--- src/rtl/bt_pkg.sv ---
// Shared constants for the Bluetooth command receiver: frame format, FSM encoding, baud range.
package bt_pkg;
    localparam logic [7:0] SYNC_BYTE = 8'hA5;
    localparam int         MAX_LEN   = 8;
    localparam logic [2:0] BAUD_MAX  = 3'd4;

    localparam logic [1:0] ST_IDLE    = 2'd0;
    localparam logic [1:0] ST_GET_LEN = 2'd1;
    localparam logic [1:0] ST_GET_PAY = 2'd2;
    localparam logic [1:0] ST_GET_CHK = 2'd3;

    function automatic logic [2:0] next_baud(input logic [2:0] b);
        return (b == BAUD_MAX) ? 3'd0 : b + 3'd1;
    endfunction
endpackage

--- src/rtl/bluetooth_rx_ctrl_if.sv ---
// Byte-stream input, control and command-output bundle of the Bluetooth receive controller.
interface bluetooth_rx_ctrl_if;
    logic [7:0]  rx_byte;
    logic        rx_done;
    logic        hunt_en;
    logic        lock_clr;
    logic [2:0]  baud_set;
    logic        baud_locked;
    logic        cmd_valid;
    logic [3:0]  cmd_len;
    logic [63:0] cmd_data;
    logic        frame_err;

    modport master (
        output rx_byte, rx_done, hunt_en, lock_clr,
        input  baud_set, baud_locked, cmd_valid, cmd_len, cmd_data, frame_err
    );
    modport slave (
        input  rx_byte, rx_done, hunt_en, lock_clr,
        output baud_set, baud_locked, cmd_valid, cmd_len, cmd_data, frame_err
    );
endinterface

--- src/rtl/bt_baud_hunter.sv ---
// Baud-rate hunt: counts frame errors while unlocked and steps baud_set 0..4 after ERR_LIMIT of them.
module bt_baud_hunter
    import bt_pkg::*;
#(
    parameter int ERR_LIMIT = 4
) (
    input  logic       Clk,
    input  logic       Rst_n,
    input  logic       hunt_en,
    input  logic       lock_clr,
    input  logic       frame_err,
    input  logic       frame_ok,
    output logic [2:0] baud_set,
    output logic       baud_locked,
    output logic       hunt_go
);
    localparam int CW = $clog2(ERR_LIMIT + 1);

    logic [CW-1:0] err_cnt;

    // Count saturates at the limit so a frozen hunt resumes stepping as soon as hunt_en returns.
    assign hunt_go = hunt_en && !baud_locked && (err_cnt == CW'(ERR_LIMIT));

    always_ff @(posedge Clk or negedge Rst_n) begin
        if (!Rst_n) begin
            err_cnt     <= '0;
            baud_set    <= '0;
            baud_locked <= 1'b0;
        end else if (frame_ok) begin
            baud_locked <= 1'b1;
            err_cnt     <= '0;
        end else if (lock_clr) begin
            baud_locked <= 1'b0;
            err_cnt     <= '0;
        end else if (hunt_go) begin
            baud_set <= next_baud(baud_set);
            err_cnt  <= '0;
        end else if (frame_err && !baud_locked && err_cnt != CW'(ERR_LIMIT)) begin
            err_cnt <= err_cnt + 1'b1;
        end
    end
endmodule

--- src/rtl/bluetooth_rx_ctrl.sv ---
// Frame parser (SYNC, LEN, payload, XOR checksum) with inter-byte timeout, driving the baud hunter.
module bluetooth_rx_ctrl
    import bt_pkg::*;
#(
    parameter int TIMEOUT_CYC = 200000,
    parameter int ERR_LIMIT   = 4
) (
    input  logic                Clk,
    input  logic                Rst_n,
    bluetooth_rx_ctrl_if.slave  bus
);
    localparam int TW = $clog2(TIMEOUT_CYC);
    localparam int IW = $clog2(MAX_LEN);

    logic [1:0]                  state, nstate;
    logic [TW-1:0]               timer;
    logic [3:0]                  len;
    logic [IW-1:0]               idx;
    logic [7:0]                  chk;
    logic [MAX_LEN-1:0][7:0]     pay_buf;
    logic                        timeout, frame_ok, frame_bad, hunt_go, force_idle;

    assign timeout = (state != ST_IDLE) && !bus.rx_done && (timer == TW'(TIMEOUT_CYC - 1));

    always_comb begin
        nstate    = state;
        frame_ok  = 1'b0;
        frame_bad = 1'b0;
        if (timeout) begin
            frame_bad = 1'b1;
            nstate    = ST_IDLE;
        end else if (bus.rx_done) begin
            case (state)
                ST_IDLE:
                    if (bus.rx_byte == SYNC_BYTE) nstate = ST_GET_LEN;
                ST_GET_LEN:
                    if (bus.rx_byte >= 8'd1 && bus.rx_byte <= 8'(MAX_LEN)) nstate = ST_GET_PAY;
                    else begin
                        frame_bad = 1'b1;
                        nstate    = ST_IDLE;
                    end
                ST_GET_PAY:
                    if ({1'b0, idx} == len - 4'd1) nstate = ST_GET_CHK;
                default: begin
                    if (bus.rx_byte == chk) frame_ok  = 1'b1;
                    else                    frame_bad = 1'b1;
                    nstate = ST_IDLE;
                end
            endcase
        end
        // A completing valid frame takes priority over lock_clr.
        force_idle = hunt_go || (bus.lock_clr && !frame_ok);
        if (force_idle) nstate = ST_IDLE;
    end

    always_ff @(posedge Clk or negedge Rst_n) begin
        if (!Rst_n) begin
            state         <= ST_IDLE;
            timer         <= '0;
            len           <= '0;
            idx           <= '0;
            chk           <= '0;
            pay_buf       <= '0;
            bus.cmd_valid <= 1'b0;
            bus.frame_err <= 1'b0;
            bus.cmd_len   <= '0;
            bus.cmd_data  <= '0;
        end else begin
            state         <= nstate;
            bus.cmd_valid <= frame_ok;
            bus.frame_err <= frame_bad;
            timer         <= (state == ST_IDLE || bus.rx_done || timeout) ? '0 : timer + 1'b1;
            if (bus.rx_done) begin
                case (state)
                    ST_GET_LEN: begin
                        len     <= bus.rx_byte[3:0];
                        chk     <= bus.rx_byte;
                        idx     <= '0;
                        pay_buf <= '0;
                    end
                    ST_GET_PAY: begin
                        pay_buf[idx] <= bus.rx_byte;
                        chk          <= chk ^ bus.rx_byte;
                        idx          <= idx + 1'b1;
                    end
                    default: ;
                endcase
            end
            if (frame_ok) begin
                bus.cmd_len  <= len;
                bus.cmd_data <= pay_buf;
            end
        end
    end

    bt_baud_hunter #(.ERR_LIMIT(ERR_LIMIT)) u_hunter (
        .Clk         (Clk),
        .Rst_n       (Rst_n),
        .hunt_en     (bus.hunt_en),
        .lock_clr    (bus.lock_clr),
        .frame_err   (frame_bad),
        .frame_ok    (frame_ok),
        .baud_set    (bus.baud_set),
        .baud_locked (bus.baud_locked),
        .hunt_go     (hunt_go)
    );
endmodule
--- src/flat_wrapper.sv ---
// flat-port wrapper written by rule: the top's interface ports become plain ports
module bluetooth_rx_ctrl_flat import bt_pkg::*;
#(
    parameter int TIMEOUT_CYC = 200000,
    parameter int ERR_LIMIT   = 4
)
  (Clk, Rst_n, bus_rx_byte, bus_rx_done, bus_hunt_en, bus_lock_clr, bus_baud_set, bus_baud_locked, bus_cmd_valid, bus_cmd_len, bus_cmd_data, bus_frame_err);
  bluetooth_rx_ctrl_if bus_i ();
  input  logic Clk;
  input  logic Rst_n;
  input wire logic [$bits(bus_i.rx_byte)-1:0] bus_rx_byte;
  input wire logic [$bits(bus_i.rx_done)-1:0] bus_rx_done;
  input wire logic [$bits(bus_i.hunt_en)-1:0] bus_hunt_en;
  input wire logic [$bits(bus_i.lock_clr)-1:0] bus_lock_clr;
  output wire logic [$bits(bus_i.baud_set)-1:0] bus_baud_set;
  output wire logic [$bits(bus_i.baud_locked)-1:0] bus_baud_locked;
  output wire logic [$bits(bus_i.cmd_valid)-1:0] bus_cmd_valid;
  output wire logic [$bits(bus_i.cmd_len)-1:0] bus_cmd_len;
  output wire logic [$bits(bus_i.cmd_data)-1:0] bus_cmd_data;
  output wire logic [$bits(bus_i.frame_err)-1:0] bus_frame_err;
  assign bus_i.rx_byte = bus_rx_byte;
  assign bus_i.rx_done = bus_rx_done;
  assign bus_i.hunt_en = bus_hunt_en;
  assign bus_i.lock_clr = bus_lock_clr;
  assign bus_baud_set = bus_i.baud_set;
  assign bus_baud_locked = bus_i.baud_locked;
  assign bus_cmd_valid = bus_i.cmd_valid;
  assign bus_cmd_len = bus_i.cmd_len;
  assign bus_cmd_data = bus_i.cmd_data;
  assign bus_frame_err = bus_i.frame_err;
  bluetooth_rx_ctrl #(.TIMEOUT_CYC(TIMEOUT_CYC), .ERR_LIMIT(ERR_LIMIT)) u_core (.Clk(Clk), .Rst_n(Rst_n), .bus(bus_i));
endmodule
--- config.mk ---
export PLATFORM = sky130hd
export DESIGN_NAME = bluetooth_rx_ctrl_flat
export DESIGN_NICKNAME = d
export VERILOG_FILES = /design/src/rtl/bt_pkg.sv /design/src/rtl/bluetooth_rx_ctrl_if.sv /design/src/rtl/bt_baud_hunter.sv /design/src/rtl/bluetooth_rx_ctrl.sv /design/src/flat_wrapper.sv
export SDC_FILE = /design/constraint.sdc
export NUM_CORES = 1
export LEC_CHECK = 0
export ABC_AREA = 1
export ABC_CLOCK_PERIOD_IN_PS = 2300
export CAP_MARGIN = 20
export CORE_ASPECT_RATIO = 0.6
export CORE_MARGIN = 2
export CORE_UTILIZATION = 56
export CTS_CLUSTER_SIZE = 28
export DETAILED_ROUTE_END_ITERATION = 16
export HOLD_SLACK_MARGIN = 0.02
export PLACE_DENSITY_LB_ADDON = 0.25
export SLEW_MARGIN = 20
export SYNTH_ARGS = -nofsm -noshare
export SYNTH_HDL_FRONTEND = slang
export SYNTH_SLANG_ARGS = --single-unit
--- constraint.sdc ---
create_clock -name Clk -period 2.3 [get_ports Clk]
set_input_delay 0.46 -clock Clk [delete_from_list [all_inputs] [get_ports Clk]]
set_output_delay 0.46 -clock Clk [all_outputs]
set_load 0.02 [all_outputs]
==> impl_metrics.toml, run 1 <==
[status]
status = "finished clean"

[run]
maxCapViolCount = 0

[critical_path]
reg2reg_slack_ns = 0.23
reg2reg_to = "u_core.pay_buf[22]$_DFFE_PN0P_"
crit_start = "u_core.state[0]$_DFFE_PN0P_"
crit_path_max_incr_delay_ns = 0.45
r2r_start = "u_core.state[0]$_DFFE_PN0P_"
path_class = "reg -> reg"
endpoint = "u_core.pay_buf[22]$_DFFE_PN0P_"
critical_path.top_delay_family = "simple AND/OR/NAND/NOR gates"
crit_required_ns = 2.57
ff2ff_path_depth = 7
cp.arrival_ns = 2.34
critPathBufInv = 2
path_max_fanout = 16
crit_cells = 7
cp-start-kind = "flip-flop"
critPathSlowestCell = "dfrtp_1"
cp-end-kind = "flip-flop"
path_cells = "inv_1 > ha_1 > nand2_2 > inv_2 > nand4_1 > nand2_1 > o22ai_1"

[min_path]
hp-class = "in -> async"

[clocking]
clockBufferDepth = 2
numCtsBuffers = 17
clock-sinks = 176
cts_setup_buffers = 0
clkSlewWorstSetupHoldPaths_ns = 0.07
cts_tree = "yes"
cts-root-buf = "clkbuf_16"
clk_latency_ns = 0.43
cts_resized = 0
htree_levels = 4
ctsHoldBuffers = 0

[power_and_ir_drop]
powerDensity_mw_per_mm2 = 791
p_leak_nw = 4.44
ir_worst_vdd_uv = 526
power_mw = 7.38

[sta]
finalSetupViolations = 0
hold_viol = 0
worstMarginPinSlew_ns = 0.604
slew_violations = 0
fin_crit_ns = 2.07
clock.fmax_ghz = 0.484
rsz0062_at_grt = "no"
layout_setup_ws_ns = 0.234
min_period_over_period_pct = 89.8
slew_headroom_pct = 59.7
finalClockSkew_ns = 0.0124

[finish]
fin_util_pct = 71.7
seq_area_mm2 = 0.00440
fillCellCount = 915
synthToLayoutAreaGrowth_pct = 23.3
diodes = 0
multi_input_area_mm2 = 0.00252
design_area_mm2 = 0.00932
layout_commonest_cell = "dfrtp_1"
stdcell_count = 1073
layout_common_cells = "176 x dfrtp_1, 156 x nand2_1, 113 x inv_1, 85 x clkdlybuf4s50_1, 64 x o22ai_1"
final_layout_size_suffix_gt1_share_pct = 12.4
layout.nets = 914

[global_routing]
grt_max_degree = 80
grt_remaining_overflow = 0
antenna_found_initial = 0
grt_first_pass_wirelength_um = 30000
track_usage_pct = 26.9
grt_pass1_vias = 5946

[synth]
postSynthAreaPerCell_um2 = 9.70
ys_seq_area_share_pct = 58.3
netlist_instances = 779
syn_area_mm2 = 0.00756
synth.ff_latch_count = 176
ys_warn_count = 0
synth_cell_type_count = 34
syn-num-nets = 803

[place]
portBuffers = 86
dp.cells = 1041
hpwl_um = 12300
placed_cell_area_mm2 = 0.00873
routabilityCongestion = 0.921
post-place-ws_ns = -0.0684

[floorplanning]
std_cell_rows = 32
fp.dieH_um = 94
die-width_um = 154
ios = 87
start_util_pct = 58.1
core_area_mm2 = 0.0130
dieArea_mm2 = 0.0145

[route]
first_pass_iters = 5
drcViolationCount = 0
vias_per_cell = 5.53
wirelength_um = 17800
postRouteAntennaNets = 0
drt_iter0_drc = 451
detail_route.wl_per_cell_um = 16.6
num_vias = 5939
[metrics by stage]
step / hold WS (ns) / TNS (ns)
floorplan: 0.164 / 0
global placement: 0.466 / 0
detailed placement: 0.468 / -0.918
CTS: 0.0273 / 0
global route: 0.0497 / 0
finish: 0.0164 / 0
[logic make-up (layout without fill, tap and decap cells)]
group	Yosys count	in the layout	synth area share, %
adders and majority gates	11	11	1.82
DFF	176	176	58.3
and+or+nand+nor	264	264	15.3
xor gates and xnor gates	19	19	2.20
AOI/OAI and AO/OA	167	167	14.0
buffers and inverters	142	266	8.44
[flip-flops by register name, summed over array words and instances, names as in the netlist, 2 cells and up]
register and cells:
u_core.bus.cmd_data 64, u_core.pay_buf 64, u_core.state 2, u_core.len 4
u_core.u_hunter.baud_set 3, u_core.bus.cmd_len 4, u_core.timer 18, u_core.chk 8
u_core.idx 3, u_core.u_hunter.err_cnt 3
[worst reg2reg max path, stage by stage, from the launching register on]
cell and delay [ns]:
dfrtp_1 0.45, inv_1 0.10, ha_1 0.30, nand2_2 0.14
inv_2 0.28, nand4_1 0.23, nand2_1 0.28, o22ai_1 0.14
[power breakdown]
| part | switching (mW) | internal (mW) |
|---|---|---|
| Clock | 1.25 | 1.65 |
| Sequential | 0.163 | 3.44 |
| Combinational | 0.560 | 0.312 |
| Total | 1.98 | 5.40 |
[cell type report]
cell class | instances | share of cell area [%]
Inverter | 119 | 4.79
Sequential cell | 176 | 47.2
Timing Repair Buffer | 115 | 12.3
Clock buffer | 19 | 4.75
Multi-Input combinational cell | 461 | 27.1
Tap cell | 170 | 2.28
Clock inverter | 13 | 1.61
[worst min-delay path by stage]
| stage | from | endpoint | slack (ns) | depth (start not counted) |
|---|---|---|---|---|
| floorplan | Rst_n | u_core.bus.cmd_data[0]$_DFFE_PN0P_ | 0.16 | 0 |
| global placement | Rst_n | u_core.bus.cmd_data[55]$_DFFE_PN0P_ | 0.47 | 1 |
| detailed placement | u_core.bus.cmd_data[54]$_DFFE_PN0P_ | u_core.bus.cmd_data[54]$_DFFE_PN0P_ | 0.47 | 2 |
| CTS | Rst_n | u_core.bus.cmd_data[55]$_DFFE_PN0P_ | 0.03 | 1 |
| global route | Rst_n | u_core.pay_buf[55]$_DFFE_PN0P_ | 0.05 | 1 |
| finish | Rst_n | u_core.pay_buf[51]$_DFFE_PN0P_ | 0.02 | 1 |
[Yosys cell counts, drive strengths merged]
library cell  instances  share of area [%]
xnor2                 5               0.58
nor3b                 1              0.099
nand3                29                2.0
buf                  20                2.4
clkinv                2              0.099
o21ai                85                7.3
clkbuf                3               0.15
inv                 117                5.8
nor2                 49                2.5
nor4                  3               0.25
dfrtp               176                 58
nand2               159                8.0
nand4                15                1.7
ha                   11                1.8
a21oi                16                1.3
nor3                  7               0.60
o21a                  1              0.099
xor2                 14                1.6
o22ai                64                5.3
and3                  1              0.083
o211ai                1              0.099
[metal layers]
| layer | track usage (%) | vias to the layer above | share of wire [%] |
|---|---|---|---|
| met3 | 6.41 | 20 | 7.1 |
| met2 | 41.1 | 206 | 45 |
| li1 | - | 2779 | - |
| met1 | 38.5 | 2934 | 46 |
| met4 | 8.88 | 0 | 1.4 |
| met5 | 0 | - | 0 |
Note: power is estimated with default switching activity, not from simulation.
==> run 2: changes to the inputs <==
--- a/config.mk
+++ b/config.mk
@@ -10,7 +10,8 @@
 export CAP_MARGIN = 20
 export CORE_ASPECT_RATIO = 0.6
 export CORE_MARGIN = 2
-export CORE_UTILIZATION = 56
+export CORE_UTILIZATION = 58
+export CTS_BUF_LIST = sky130_fd_sc_hd__clkbuf_8
 export CTS_CLUSTER_SIZE = 28
 export DETAILED_ROUTE_END_ITERATION = 16
 export HOLD_SLACK_MARGIN = 0.02
==> run 2 against run 1 <==
  * Fmax grew 1.3%
  * Sequential power barely moved
  * First-iteration DRC count down 2.7%
  * Total power is 9.3% lower
  * Non-clock buffer count unchanged
  * Register-to-register slack better by 0.03 ns
  * Largest cell class unchanged
==> impl_metrics.toml, run 2 (synthesis results as in run 1) <==
[critical_path]
cp-start-kind = "flip-flop"
path_class = "reg -> reg"
path_max_fanout = 16
cp-end-kind = "flip-flop"
crit_required_ns = 2.63
cp.arrival_ns = 2.37

[power_and_ir_drop]
powerDensity_mw_per_mm2 = 732
p_switching_mw = 1.91
internal_power_mw = 4.78
power_mw = 6.69
p_leak_nw = 4.37
clock_power_share_pct = 33.5
ir_worst_vdd_uv = 397
p_sw_share_pct = 28.6
seqPwrFrac_pct = 53.7
p_comb_share_pct = 12.8

[global_routing]
track_usage_pct = 26.1
grt_first_pass_wirelength_um = 27900
grt_pass1_vias = 5454
grt_remaining_overflow = 0
busiest_layer = "met1"
antenna_found_initial = 0
gr-usage-met2_pct = 37.6
met1_usage_pct = 39.9
use_met3_pct = 5.62
grt_max_degree = 69

[route]
wirelength_um = 17100
drcViolationCount = 0
vias_per_cell = 5.43
detail_route.wl_per_cell_um = 15.9
num_vias = 5830
drt_iter0_drc = 439
first_pass_iters = 5
postRouteAntennaNets = 0

[clocking]
numCtsBuffers = 17
clock-sinks = 176
clk_latency_ns = 0.47
cts_tree = "yes"
cts_setup_buffers = 0
clkSlewWorstSetupHoldPaths_ns = 0.09
cts-root-buf = "clkbuf_8"
clockBufferDepth = 2
htree_levels = 4

[sta]
clock.fmax_ghz = 0.490
rsz0062_at_grt = "no"
fin_crit_ns = 2.04
min_period_over_period_pct = 88.7
slew_violations = 0
slew_headroom_pct = 64.7
worstMarginPinSlew_ns = 0.529
finalClockSkew_ns = 0.0163
hold_viol = 0
finalSetupViolations = 0

[finish]
final_layout_size_suffix_gt1_share_pct = 12.4
fin_util_pct = 71.6
layout_commonest_cell = "dfrtp_1"
top_regs = "u_core.bus.cmd_data x64, u_core.pay_buf x64, u_core.timer x18"
diodes = 0
layout_common_cells = "176 x dfrtp_1, 156 x nand2_1, 113 x inv_1, 85 x clkdlybuf4s50_1, 64 x o22ai_1"
synthToLayoutAreaGrowth_pct = 20.9
layout.nets = 914

[floorplanning]
die-width_um = 151
ios = 87
dieArea_mm2 = 0.0140
start_util_pct = 59.2
fp.dieH_um = 92.4
core_area_mm2 = 0.0128
std_cell_rows = 32

[place]
portBuffers = 86
hpwl_um = 12000
routabilityCongestion = 0.903

[min_path]
hp-class = "in -> async"

[status]
status = "finished clean"

[run]
maxCapViolCount = 0
[run 2: cell types whose count changed in the layout (fill, tap and decap cells not counted), sizes merged]
| cell | delta |
|---|---|
| clkinv | +4 |
| clkinvlp | -4 |
| buf | -1 |
| clkbuf | -1 |
| dlygate4sd3 | +1 |
| inv | +1 |
[run 2: stage by stage]
step | setup TNS, ns | setup WS (ns) | hold slack [ns] | cells | instance area (µm²)
3_3_place_gp | 0 | 0.0803 | 0.379 | 1040 | 8710
2_1_floorplan | 0 | 0.660 | 0.164 | 779 | 7560
5_1_grt | 0 | 0.106 | 0.469 | 1073 | 9140
3_5_place_dp | -0.208 | -0.0203 | 0.385 | 1040 | 8710
6_report | 0 | 0.260 | 0.458 | 1073 | 9140
4_1_cts | 0 | 0.307 | 0.449 | 1073 | 9140
[run 2: path summary, 6_finish.rpt]
path / from / end / slack, ns / cells after the start
worst max-delay path: u_core.state[0]$_DFFE_PN0P_ / u_core.pay_buf[56]$_DFFE_PN0P_ / 0.26 / 7
worst min-delay path: Rst_n / u_core.bus.cmd_data[52]$_DFFE_PN0P_ / 0.46 / 2
worst max register to register: u_core.state[0]$_DFFE_PN0P_ / u_core.pay_buf[56]$_DFFE_PN0P_ / 0.26 / 7
worst min register to register: u_core.bus.cmd_data[45]$_DFFE_PN0P_ / u_core.bus.cmd_data[45]$_DFFE_PN0P_ / 0.49 / 2
max in group asynchronous: Rst_n / u_core.timer[12]$_DFF_PN0_ / 1.19 / 3
min in group Clk: u_core.bus.cmd_data[45]$_DFFE_PN0P_ / u_core.bus.cmd_data[45]$_DFFE_PN0P_ / 0.49 / 2
[run 2: metal layers]
layer,share of wire [%],vias up
met5,0,-
met4,1.2,0
met3,8.0,22
met2,44,223
met1,47,2816
li1,-,2769
[run 2: layout make-up]
class                   instances  area [µm²]
clock buffers                  18         248
clock inverters                14         174
fillers                       926        3630
inverters                     119         447
multi-input cells             461        2520
flip-flops and latches        176        4400
well taps                     170         213
repair buffers                115        1130
[run 2: critical path, cell delays in order, from the launching register on]
cell and delay (ns):
dfrtp_1 0.45, inv_1 0.09, ha_1 0.30, nand2_2 0.15, inv_2 0.29, nand4_4 0.21
nand2_1 0.30, o22ai_1 0.12
[run 2: what timing repair did]
item                                   4_1_cts  5_1_grt
endpoints found under the hold margin       34        0
hold buffers                                 1        0
resized for setup                            0        0
[run 2: power groups by stage]
stage	combinational (mW)	clock [mW]	sequential, mW
detailed placement	0.841	0	3.65
finish	0.853	2.24	3.59
global placement	0.795	0	3.63
global route	0.964	2.42	3.62
CTS	0.853	2.26	3.59
floorplan	0.611	0	3.59
==> run 3: changes to the inputs <==
--- a/config.mk
+++ b/config.mk
@@ -16,6 +16,7 @@
 export DETAILED_ROUTE_END_ITERATION = 16
 export HOLD_SLACK_MARGIN = 0.02
 export PLACE_DENSITY_LB_ADDON = 0.25
+export SETUP_SLACK_MARGIN = 0.15
 export SLEW_MARGIN = 20
 export SYNTH_ARGS = -nofsm -noshare
 export SYNTH_HDL_FRONTEND = slang
==> run 3 against run 2 <==
  * Sequential cell count unchanged
  * Sequential power about the same
  * Cell count unchanged
  * Core utilization about the same
  * Highest routed layer unchanged
  * Largest cell class unchanged
  * Clock power about the same
  * Worst hold slack got worse by 0.0025 ns
  * Die area unchanged
  * Cell area about the same
  * Clock skew decreased by 0.0011 ns
==> impl_metrics.toml, run 3 (synthesis results as in run 1) <==
[finish]
stdcell_count = 1073
synthToLayoutAreaGrowth_pct = 21.0
final_layout_size_suffix_gt1_share_pct = 12.6
layout_common_cells = "176 x dfrtp_1, 155 x nand2_1, 112 x inv_1, 85 x clkdlybuf4s50_1, 64 x o22ai_1"
top_regs = "u_core.bus.cmd_data x64, u_core.pay_buf x64, u_core.timer x18"
layout_commonest_cell = "dfrtp_1"
layout.nets = 914
diodes = 0

[critical_path]
crit_required_ns = 2.63
critPathSlowestCell = "dfrtp_1"
path_class = "reg -> reg"
cp-start-kind = "flip-flop"
cp-end-kind = "flip-flop"
path_max_fanout = 16
cp.arrival_ns = 2.35
path_cells = "inv_1 > ha_1 > nand2_2 > inv_2 > nand4_4 > nand2_1 > o22ai_1"
crit_path_max_incr_delay_ns = 0.45

[clocking]
cts_tree = "yes"
cts-root-buf = "clkbuf_8"
clockBufferDepth = 2
clock-sinks = 176
htree_levels = 4
clk_latency_ns = 0.46
clkSlewWorstSetupHoldPaths_ns = 0.09
cts_setup_buffers = 0
numCtsBuffers = 17

[place]
portBuffers = 86
post-place-ws_ns = -0.0203
routabilityCongestion = 0.903
dp.cells = 1040
hpwl_um = 12000

[sta]
clock.fmax_ghz = 0.494
rsz0062_at_grt = "yes"
hold_viol = 0
layout_setup_ws_ns = 0.278
finalSetupViolations = 0
slew_headroom_pct = 64.0
hold_ws_ns = 0.456
slew_violations = 0
fin_crit_ns = 2.02
finalClockSkew_ns = 0.0152
worstMarginPinSlew_ns = 0.539
min_period_over_period_pct = 87.9

[global_routing]
grt_first_pass_wirelength_um = 27900
grt_max_degree = 69
grt_remaining_overflow = 0
antenna_found_initial = 0
track_usage_pct = 26.1
grt_pass1_vias = 5454

[power_and_ir_drop]
p_leak_nw = 4.37
power_mw = 6.69
ir_worst_vdd_uv = 397
powerDensity_mw_per_mm2 = 731

[floorplanning]
std_cell_rows = 32
dieArea_mm2 = 0.0140
start_util_pct = 59.2
core_area_mm2 = 0.0128
ios = 87
fp.dieH_um = 92.4
die-width_um = 151

[route]
vias_per_cell = 5.44
drcViolationCount = 0
num_vias = 5836
first_pass_iters = 4
detail_route.wl_per_cell_um = 15.9
drt_iter0_drc = 433
postRouteAntennaNets = 0
wirelength_um = 17100

[status]
status = "finished clean"

[min_path]
hp-class = "in -> async"

[run]
maxCapViolCount = 0
==> run 3: critical path, delay by kind of cell (launching register included) <==
| kind | cells | cell delay, ns |
|---|---|---|
| AND/OR/NAND/NOR | 3 | 0.64 |
| flip-flops | 1 | 0.45 |
| AO/OA/AOI/OAI | 1 | 0.12 |
| adder cells (fa/ha/maj) | 1 | 0.29 |
| buffers and inverters | 2 | 0.37 |
==> run 3: repair_timing <==
action | CTS | global route
gates resized for setup | 0 | 2
hold buffers | 1 | 0
setup endpoints to repair | 0 | 14
endpoints found under the hold margin | 34 | 0
==> run 3: final timing paths <==
kind,depth (start not counted),end,slack [ns],from
hold / removal,2,u_core.bus.cmd_data[52]$_DFFE_PN0P_,0.46,Rst_n
setup / recovery,7,u_core.pay_buf[56]$_DFFE_PN0P_,0.28,u_core.state[0]$_DFFE_PN0P_
min in group Clk,2,u_core.bus.cmd_data[51]$_DFFE_PN0P_,0.49,u_core.bus.cmd_data[51]$_DFFE_PN0P_
setup reg to reg,7,u_core.pay_buf[56]$_DFFE_PN0P_,0.28,u_core.state[0]$_DFFE_PN0P_
hold reg to reg,2,u_core.bus.cmd_data[51]$_DFFE_PN0P_,0.49,u_core.bus.cmd_data[51]$_DFFE_PN0P_
max in group asynchronous,3,u_core.timer[12]$_DFF_PN0_,1.19,Rst_n
==> run 3: per-layer routing <==
layer	vias up	routed length, µm	track usage [%]
met2	208	7450	37.6
li1	2771	-	-
met4	0	198	7.48
met3	20	1270	5.62
met1	2837	8180	39.9
met5	-	0	0
==> run 3: per-stage QoR <==
step | util, % | instance area (µm²) | setup TNS, ns
after floorplan | - | 7560 | 0
after global placement | 68.2 | 8710 | 0
after detailed placement | 68.2 | 8710 | -0.208
after CTS | 71.6 | 9140 | 0
after global routing | 71.6 | 9150 | 0
final | 71.6 | 9150 | 0
==> run 3: area by class of cell <==
| type | count | area [µm²] |
|---|---|---|
| clock inverters | 14 | 174 |
| fillers | 928 | 3620 |
| clock buffers | 18 | 248 |
| well taps | 170 | 213 |
| inverters | 119 | 450 |
| repair buffers | 115 | 1130 |
| flip-flops and latches | 176 | 4400 |
| multi-input cells | 461 | 2530 |
==> run 3: power breakdown <==
group / internal [mW] / switching, mW / leakage (nW)
clock: 1.03 / 1.21 / 0.215
combinational: 0.306 / 0.546 / 1.89
sequential: 3.44 / 0.155 / 2.26
